<file path="src/rtl/lap_recall_ctrl_pkg.sv">
// Shared definitions for the lap recall sequencer.
//   state_t   : sequencer states (live time vs. recalled lap)
//   BCD_W     : width of one BCD digit
//   TIME_W    : packed time width {sec_tens, sec_ones, hund_tens, hund_ones}
//   pack_time : packs four BCD digits, MSB first
package lap_recall_ctrl_pkg;

    localparam int unsigned BCD_W  = 4;
    localparam int unsigned TIME_W = 16;

    typedef enum logic {
        ST_LIVE   = 1'b0,
        ST_RECALL = 1'b1
    } state_t;

    function automatic logic [TIME_W-1:0] pack_time(
        input logic [BCD_W-1:0] sec_tens,
        input logic [BCD_W-1:0] sec_ones,
        input logic [BCD_W-1:0] hund_tens,
        input logic [BCD_W-1:0] hund_ones
    );
        return {sec_tens, sec_ones, hund_tens, hund_ones};
    endfunction

endpackage

</file>
<file path="src/rtl/lap_recall_ctrl_regfile.sv">
// Lap snapshot store: DEPTH x W, one synchronous write port and one
// combinational read port. Storage has no reset; entries beyond the live
// count are never read.
//   i_clk   : system clock
//   i_we    : write enable
//   i_waddr : write index
//   i_wdata : snapshot to store
//   i_raddr : read index
//   o_rdata : entry at i_raddr (combinational)
module lap_regfile #(
    parameter int unsigned DEPTH = 4,
    parameter int unsigned IDX_W = 2,
    parameter int unsigned W     = 16
) (
    input  logic             i_clk,
    input  logic             i_we,
    input  logic [IDX_W-1:0] i_waddr,
    input  logic [W-1:0]     i_wdata,
    input  logic [IDX_W-1:0] i_raddr,
    output logic [W-1:0]     o_rdata
);

    logic [W-1:0] r_mem [DEPTH];

    always_ff @(posedge i_clk) begin
        if (i_we) begin
            r_mem[i_waddr] <= i_wdata;
        end
    end

    assign o_rdata = r_mem[i_raddr];

endmodule

</file>
<file path="src/rtl/lap_recall_ctrl.sv">
// Lap recall sequencer. Captures live stopwatch time into a small store on
// lap requests, steps the display through stored laps on recall requests,
// and returns the display to live time on wrap, timeout or clear.
//   clk, rst                : clock, asynchronous active-high reset
//   running                 : counter enabled (gates captures)
//   lap_pulse               : capture request
//   recall_pulse            : enter recall / step to next lap
//   clear_pulse             : drop all laps, return to live
//   live_*                  : current BCD time digits
//   disp_*                  : registered BCD digits for the decoders
//   recall_active           : high while showing a stored lap
//   lap_index               : lap being shown (0 in live)
//   lap_count               : number of stored laps
//   overflow                : sticky, a capture was dropped while full
import lap_recall_ctrl_pkg::*;

module lap_recall_ctrl #(
    parameter int unsigned DEPTH     = 4,
    parameter int unsigned IDX_W     = 2,
    parameter int unsigned N_TIMEOUT = 150_000_000
) (
    input  logic             clk,
    input  logic             rst,
    input  logic             running,
    input  logic             lap_pulse,
    input  logic             recall_pulse,
    input  logic             clear_pulse,
    input  logic [3:0]       live_sec_tens,
    input  logic [3:0]       live_sec_ones,
    input  logic [3:0]       live_hund_tens,
    input  logic [3:0]       live_hund_ones,
    output logic [3:0]       disp_sec_tens,
    output logic [3:0]       disp_sec_ones,
    output logic [3:0]       disp_hund_tens,
    output logic [3:0]       disp_hund_ones,
    output logic             recall_active,
    output logic [IDX_W-1:0] lap_index,
    output logic [IDX_W:0]   lap_count,
    output logic             overflow
);

    localparam int unsigned     TO_W    = (N_TIMEOUT > 1) ? $clog2(N_TIMEOUT) : 1;
    localparam logic [TO_W-1:0] TO_LOAD = TO_W'(N_TIMEOUT - 1);
    localparam logic [IDX_W:0]  DEPTH_C = (IDX_W+1)'(DEPTH);

    state_t            r_state;
    state_t            w_state_nxt;
    logic [IDX_W-1:0]  r_lap_index;
    logic [IDX_W-1:0]  w_index_nxt;
    logic [IDX_W:0]    r_lap_count;
    logic [IDX_W:0]    w_count_nxt;
    logic              r_overflow;
    logic              w_overflow_nxt;
    logic [TO_W-1:0]   r_timeout;
    logic [TO_W-1:0]   w_timeout_nxt;
    logic [TIME_W-1:0] r_disp;
    logic [TIME_W-1:0] w_disp_nxt;
    logic [TIME_W-1:0] w_live;
    logic [TIME_W-1:0] w_rdata;
    logic              w_full;
    logic              w_capture;
    logic              w_last;

    assign w_live    = pack_time(live_sec_tens, live_sec_ones, live_hund_tens, live_hund_ones);
    assign w_full    = (r_lap_count == DEPTH_C);
    assign w_capture = lap_pulse && running && !w_full && !clear_pulse;
    assign w_last    = ({1'b0, r_lap_index} == (r_lap_count - (IDX_W+1)'(1)));

    // Read address is the next-state index; it is always below the pre-edge
    // count, which is the write address, so a same-cycle capture never aliases.
    lap_regfile #(
        .DEPTH (DEPTH),
        .IDX_W (IDX_W),
        .W     (TIME_W)
    ) u_regfile (
        .i_clk   (clk),
        .i_we    (w_capture),
        .i_waddr (r_lap_count[IDX_W-1:0]),
        .i_wdata (w_live),
        .i_raddr (w_index_nxt),
        .o_rdata (w_rdata)
    );

    // State and datapath registers
    always_ff @(posedge clk or posedge rst) begin
        if (rst) begin
            r_state     <= ST_LIVE;
            r_lap_index <= '0;
            r_lap_count <= '0;
            r_overflow  <= 1'b0;
            r_timeout   <= '0;
            r_disp      <= '0;
        end else begin
            r_state     <= w_state_nxt;
            r_lap_index <= w_index_nxt;
            r_lap_count <= w_count_nxt;
            r_overflow  <= w_overflow_nxt;
            r_timeout   <= w_timeout_nxt;
            r_disp      <= w_disp_nxt;
        end
    end

    // Next-state logic; clear overrides every other request
    always_comb begin
        w_state_nxt    = r_state;
        w_index_nxt    = r_lap_index;
        w_count_nxt    = r_lap_count;
        w_overflow_nxt = r_overflow;
        w_timeout_nxt  = r_timeout;

        if (clear_pulse) begin
            w_state_nxt    = ST_LIVE;
            w_index_nxt    = '0;
            w_count_nxt    = '0;
            w_overflow_nxt = 1'b0;
        end else begin
            if (lap_pulse && running) begin
                if (w_full) begin
                    w_overflow_nxt = 1'b1;
                end else begin
                    w_count_nxt = r_lap_count + (IDX_W+1)'(1);
                end
            end

            // Recall decisions use the pre-edge count, so a capture in the
            // same cycle cannot make an empty store enterable.
            unique case (r_state)
                ST_LIVE: begin
                    if (recall_pulse && (r_lap_count != '0)) begin
                        w_state_nxt   = ST_RECALL;
                        w_index_nxt   = '0;
                        w_timeout_nxt = TO_LOAD;
                    end
                end
                ST_RECALL: begin
                    if (recall_pulse) begin
                        if (w_last) begin
                            w_state_nxt = ST_LIVE;
                            w_index_nxt = '0;
                        end else begin
                            w_index_nxt   = r_lap_index + IDX_W'(1);
                            w_timeout_nxt = TO_LOAD;
                        end
                    end else if (r_timeout == '0) begin
                        w_state_nxt = ST_LIVE;
                        w_index_nxt = '0;
                    end else begin
                        w_timeout_nxt = r_timeout - TO_W'(1);
                    end
                end
                default: begin
                    w_state_nxt = ST_LIVE;
                    w_index_nxt = '0;
                end
            endcase
        end
    end

    // Outputs: display source follows the next state so it lands with it
    always_comb begin
        w_disp_nxt    = (w_state_nxt == ST_RECALL) ? w_rdata : w_live;
        recall_active = (r_state == ST_RECALL);
    end

    assign lap_index      = r_lap_index;
    assign lap_count      = r_lap_count;
    assign overflow       = r_overflow;
    assign disp_sec_tens  = r_disp[15:12];
    assign disp_sec_ones  = r_disp[11:8];
    assign disp_hund_tens = r_disp[7:4];
    assign disp_hund_ones = r_disp[3:0];

endmodule

</file>
<file path="config.mk">
export PLATFORM = sky130hd
export DESIGN_NAME = lap_recall_ctrl
export DESIGN_NICKNAME = d
export VERILOG_FILES = /design/src/rtl/lap_recall_ctrl_pkg.sv /design/src/rtl/lap_recall_ctrl_regfile.sv /design/src/rtl/lap_recall_ctrl.sv
export SDC_FILE = /design/constraint.sdc
export NUM_CORES = 1
export LEC_CHECK = 0
export CORE_MARGIN = 1
export CORE_UTILIZATION = 28
export DETAILED_ROUTE_END_ITERATION = 7
export DONT_BUFFER_PORTS = 1
export PLACE_DENSITY = 0.39
export SYNTH_ARGS = -nofsm -noshare
export SYNTH_HDL_FRONTEND = slang
export SYNTH_SLANG_ARGS = --single-unit
</file>
<file path="constraint.sdc">
create_clock -name clk -period 6.69 [get_ports clk]
set_input_delay 1.338 -clock clk [delete_from_list [all_inputs] [get_ports clk]]
set_output_delay 1.338 -clock clk [all_outputs]
set_load 0.05 [all_outputs]
</file>
==> results.sh <==
export IMPL_preCtsSetupSlack_ns=2.015
export IMPL_synthTopCellsByCount="edfxtp_1 (64), dfrtp_1 (51), nand2_1 (39)"
export IMPL_cts_sinks=115
export IMPL_ys_types=56
export IMPL_viasPerCell=4.944
export IMPL_area_growth_pct=14.62
export IMPL_rsz0062_at_grt="false"
export IMPL_routed_wl_mm=11.30
export IMPL_clk_latency_ns=0.41
export IMPL_crit_slowest_cell="nor4_1"
export IMPL_dp_cells=595
export IMPL_cts_htree_levels=4
export IMPL_final_antenna_net_count=0
export IMPL_hp_class="flop to flop"
export IMPL_drv_cap=0
export IMPL_fmax_mhz=218.8
export IMPL_wire_per_inst_um=18.02
export IMPL_outcome="complete, no violations"
export IMPL_startpoint_type="flop"
export IMPL_synth_nets=411
export IMPL_end_kind="flop"
export IMPL_io_pins=45
export IMPL_grt_ovfl_total=0
export IMPL_p_leak_uw=0.001983
export IMPL_synth_async_reset_ratio_pct=44.35
export IMPL_crit_top_cell="nand2_1"
export IMPL_grt_use_total_pct=13.13
export IMPL_finalHoldViolations=0
export IMPL_die_width_um=136.4
export IMPL_seq_area_frac_synth_pct=63.24
export IMPL_root_buffer="clkbuf_16"
export IMPL_syn_inst=382
export IMPL_clock_path_buffers=2
export IMPL_ctsResizeCount=0
export IMPL_setup_viol=0
export IMPL_power_density_mw_per_mm2=305.3
export IMPL_cts_made_buffers=17
export IMPL_layout_nets=418
export IMPL_cts_hold_buf=0
export IMPL_required_ns=6.94
export IMPL_r2r_cells=9
export IMPL_synth_top_cell_by_area="edfxtp_1"
export IMPL_synth_edf_count=64
export IMPL_yosysMostFrequentCell="edfxtp_1"
export IMPL_drv_slew=0
export IMPL_synth_ff_type="edfxtp_1"
export IMPL_cts_setup_buffers=0
export IMPL_clock_skew_ns=0.008546
export IMPL_coreArea_mm2=0.01748
export IMPL_synth_area_leaders="edfxtp_1 (38%), dfrtp_1 (25%), mux2i_1 (6.5%)"
export IMPL_min_period_ns=4.571
export IMPL_drc=0
export IMPL_antenna_found_initial=0
export IMPL_holdPathStages=2
export IMPL_cts_tree="yes"
export IMPL_grt_pass1_wl_mm=17.91
export IMPL_num_antenna_cells=0
export IMPL_clk_pin_slew_worst_paths_ns=0.05
export IMPL_die_area_mm2=0.01860
export IMPL_tightest_slew_ns=1.178
export IMPL_slowest_delay_ns=0.82
export IMPL_layout_setup_ws_ns=2.119
export IMPL_synth_top_area_share_pct=38.00
export IMPL_drive_gt1_share_pct=10.70
export IMPL_synth_seq_cells=115
export IMPL_die_y_um=136.4
export IMPL_worstPathArrival_ns=4.82
export IMPL_ir_drop_mv=0.1551
export IMPL_dp_final_hpwl_mm=7.102
export IMPL_io_buffers=0
export IMPL_first_pass_iters=6
export IMPL_grt_max_degree=52
export IMPL_num_rows=48
export IMPL_fillers=1701
export IMPL_drtIter0Drc=109
export IMPL_max_slew_margin_pct=21.46
export IMPL_grt_pass1_vias=3225
export IMPL_gp_congestion=0.7363
export IMPL_yosysWarningCount=0
export IMPL_period_share_pct=68.33
export IMPL_vias=3100
export IMPL_crit_type="flop to flop"
export IMPL_cp_cell_sequence="inv_1 > ha_1 > xnor2_1 > nor4_1 > nor3_2 > nand2_1 > inv_2 > nand2_1 > o221ai_1"
export IMPL_avgSynthCellArea_um2=13.24
export IMPL_finalNonFillerCells=627
export IMPL_fin_tns_setup_ns=0
export IMPL_holdWs_ns=0.5238
export IMPL_cp_max_fo=22
export IMPL_syn_area_mm2=0.005057
export IMPL_start_util_pct=28.94
==> final timing paths <==
| check | start | endpoint | slack [ns] |
|---|---|---|---|
| setup reg to reg | lap_count[0] | r_disp[14] | 2.12 |
| hold / removal | r_timeout[15] | r_timeout[15] | 0.52 |
| max in group asynchronous | rst | r_timeout[10] | 5.20 |
| min in group asynchronous | rst | lap_count[2] | 1.02 |
| hold reg to reg | r_timeout[15] | r_timeout[15] | 0.52 |
| setup / recovery | lap_count[0] | r_disp[14] | 2.12 |
==> placed cells by master (no fill, tap or decap), drive strengths merged, types with 4 or more instances in the layout <==
cell	count
ha	7
clkinv	6
o31ai	4
or3	4
nand4	8
o21ai	5
clkbuf	18
edfxtp	64
o221ai	16
or4	7
mux2i	33
and2	5
nor2	23
nand2	39
inv	13
nand4b	4
nor4	9
nand3	11
xor2	14
a21oi	10
nor3	11
a31oi	4
dfrtp	51
==> power breakdown <==
part	switching, µW	internal, µW	leakage, µW
Combinational	49.7	27.4	0.000545
Sequential	67.5	775	0.00117
Clock	336	515	0.000269
Total	453	1320	0.00198
==> worst max-delay path: cells and delay by family (launching register included) <==
family	cells	cell delay [ns]
simple gates	4	2.41
compound gates	1	0.23
fa+ha+maj	1	0.38
buf+inv	2	0.48
xor+xnor	1	0.17
flops	1	0.72
==> layout make-up <==
class,instances,area [µm²],area share (%)
sequential,115,3198,55.17
multi-input combinational,247,1727,29.79
clock buffer,18,429.2,7.403
tap,225,281.5,4.856
clock inverter,14,127.6,2.202
inverter,7,26.28,0.4533
timing repair buffer,1,7.507,0.1295
==> layer usage <==
| layer | vias up | part of all wire [%] | track usage, % |
|---|---|---|---|
| li1 | 1474 | - | - |
| met1 | 1532 | 46 | 16.39 |
| met2 | 76 | 47 | 20.56 |
| met3 | 18 | 5.6 | 4.512 |
| met4 | 0 | 1.8 | 5.556 |
| met5 | - | 0 | 0 |
==> metrics by stage <==
step	cell area, µm²	total power, µW	utilization (%)
4_1_cts	5797	1795	33.17
5_1_grt	5797	1836	33.17
2_1_floorplan	5057	911.3	-
3_3_place_gp	5240	936.8	29.98
6_report	5797	1770	33.17
3_5_place_dp	5240	937.1	29.98
==> registers in the layout, summed over array words and instances, names as in the netlist <==
signal,flops
r_timeout,28
u_regfile.r_mem,64
lap_count,3
lap_index,2
r_disp,16
recall_active,1
overflow,1
==> cells by family after synthesis <==
| logic type | after synthesis | synth area share (%) |
|---|---|---|
| and+or+nand+nor | 138 | 15.26 |
| DFF | 115 | 63.24 |
| AOI/OAI and AO/OA | 52 | 7.521 |
| muxes | 33 | 6.531 |
| buffers and inverters | 20 | 2.771 |
| xor gates and xnor gates | 17 | 2.944 |
| adders and majority gates | 7 | 1.732 |
(Power assumes the default switching activity.)
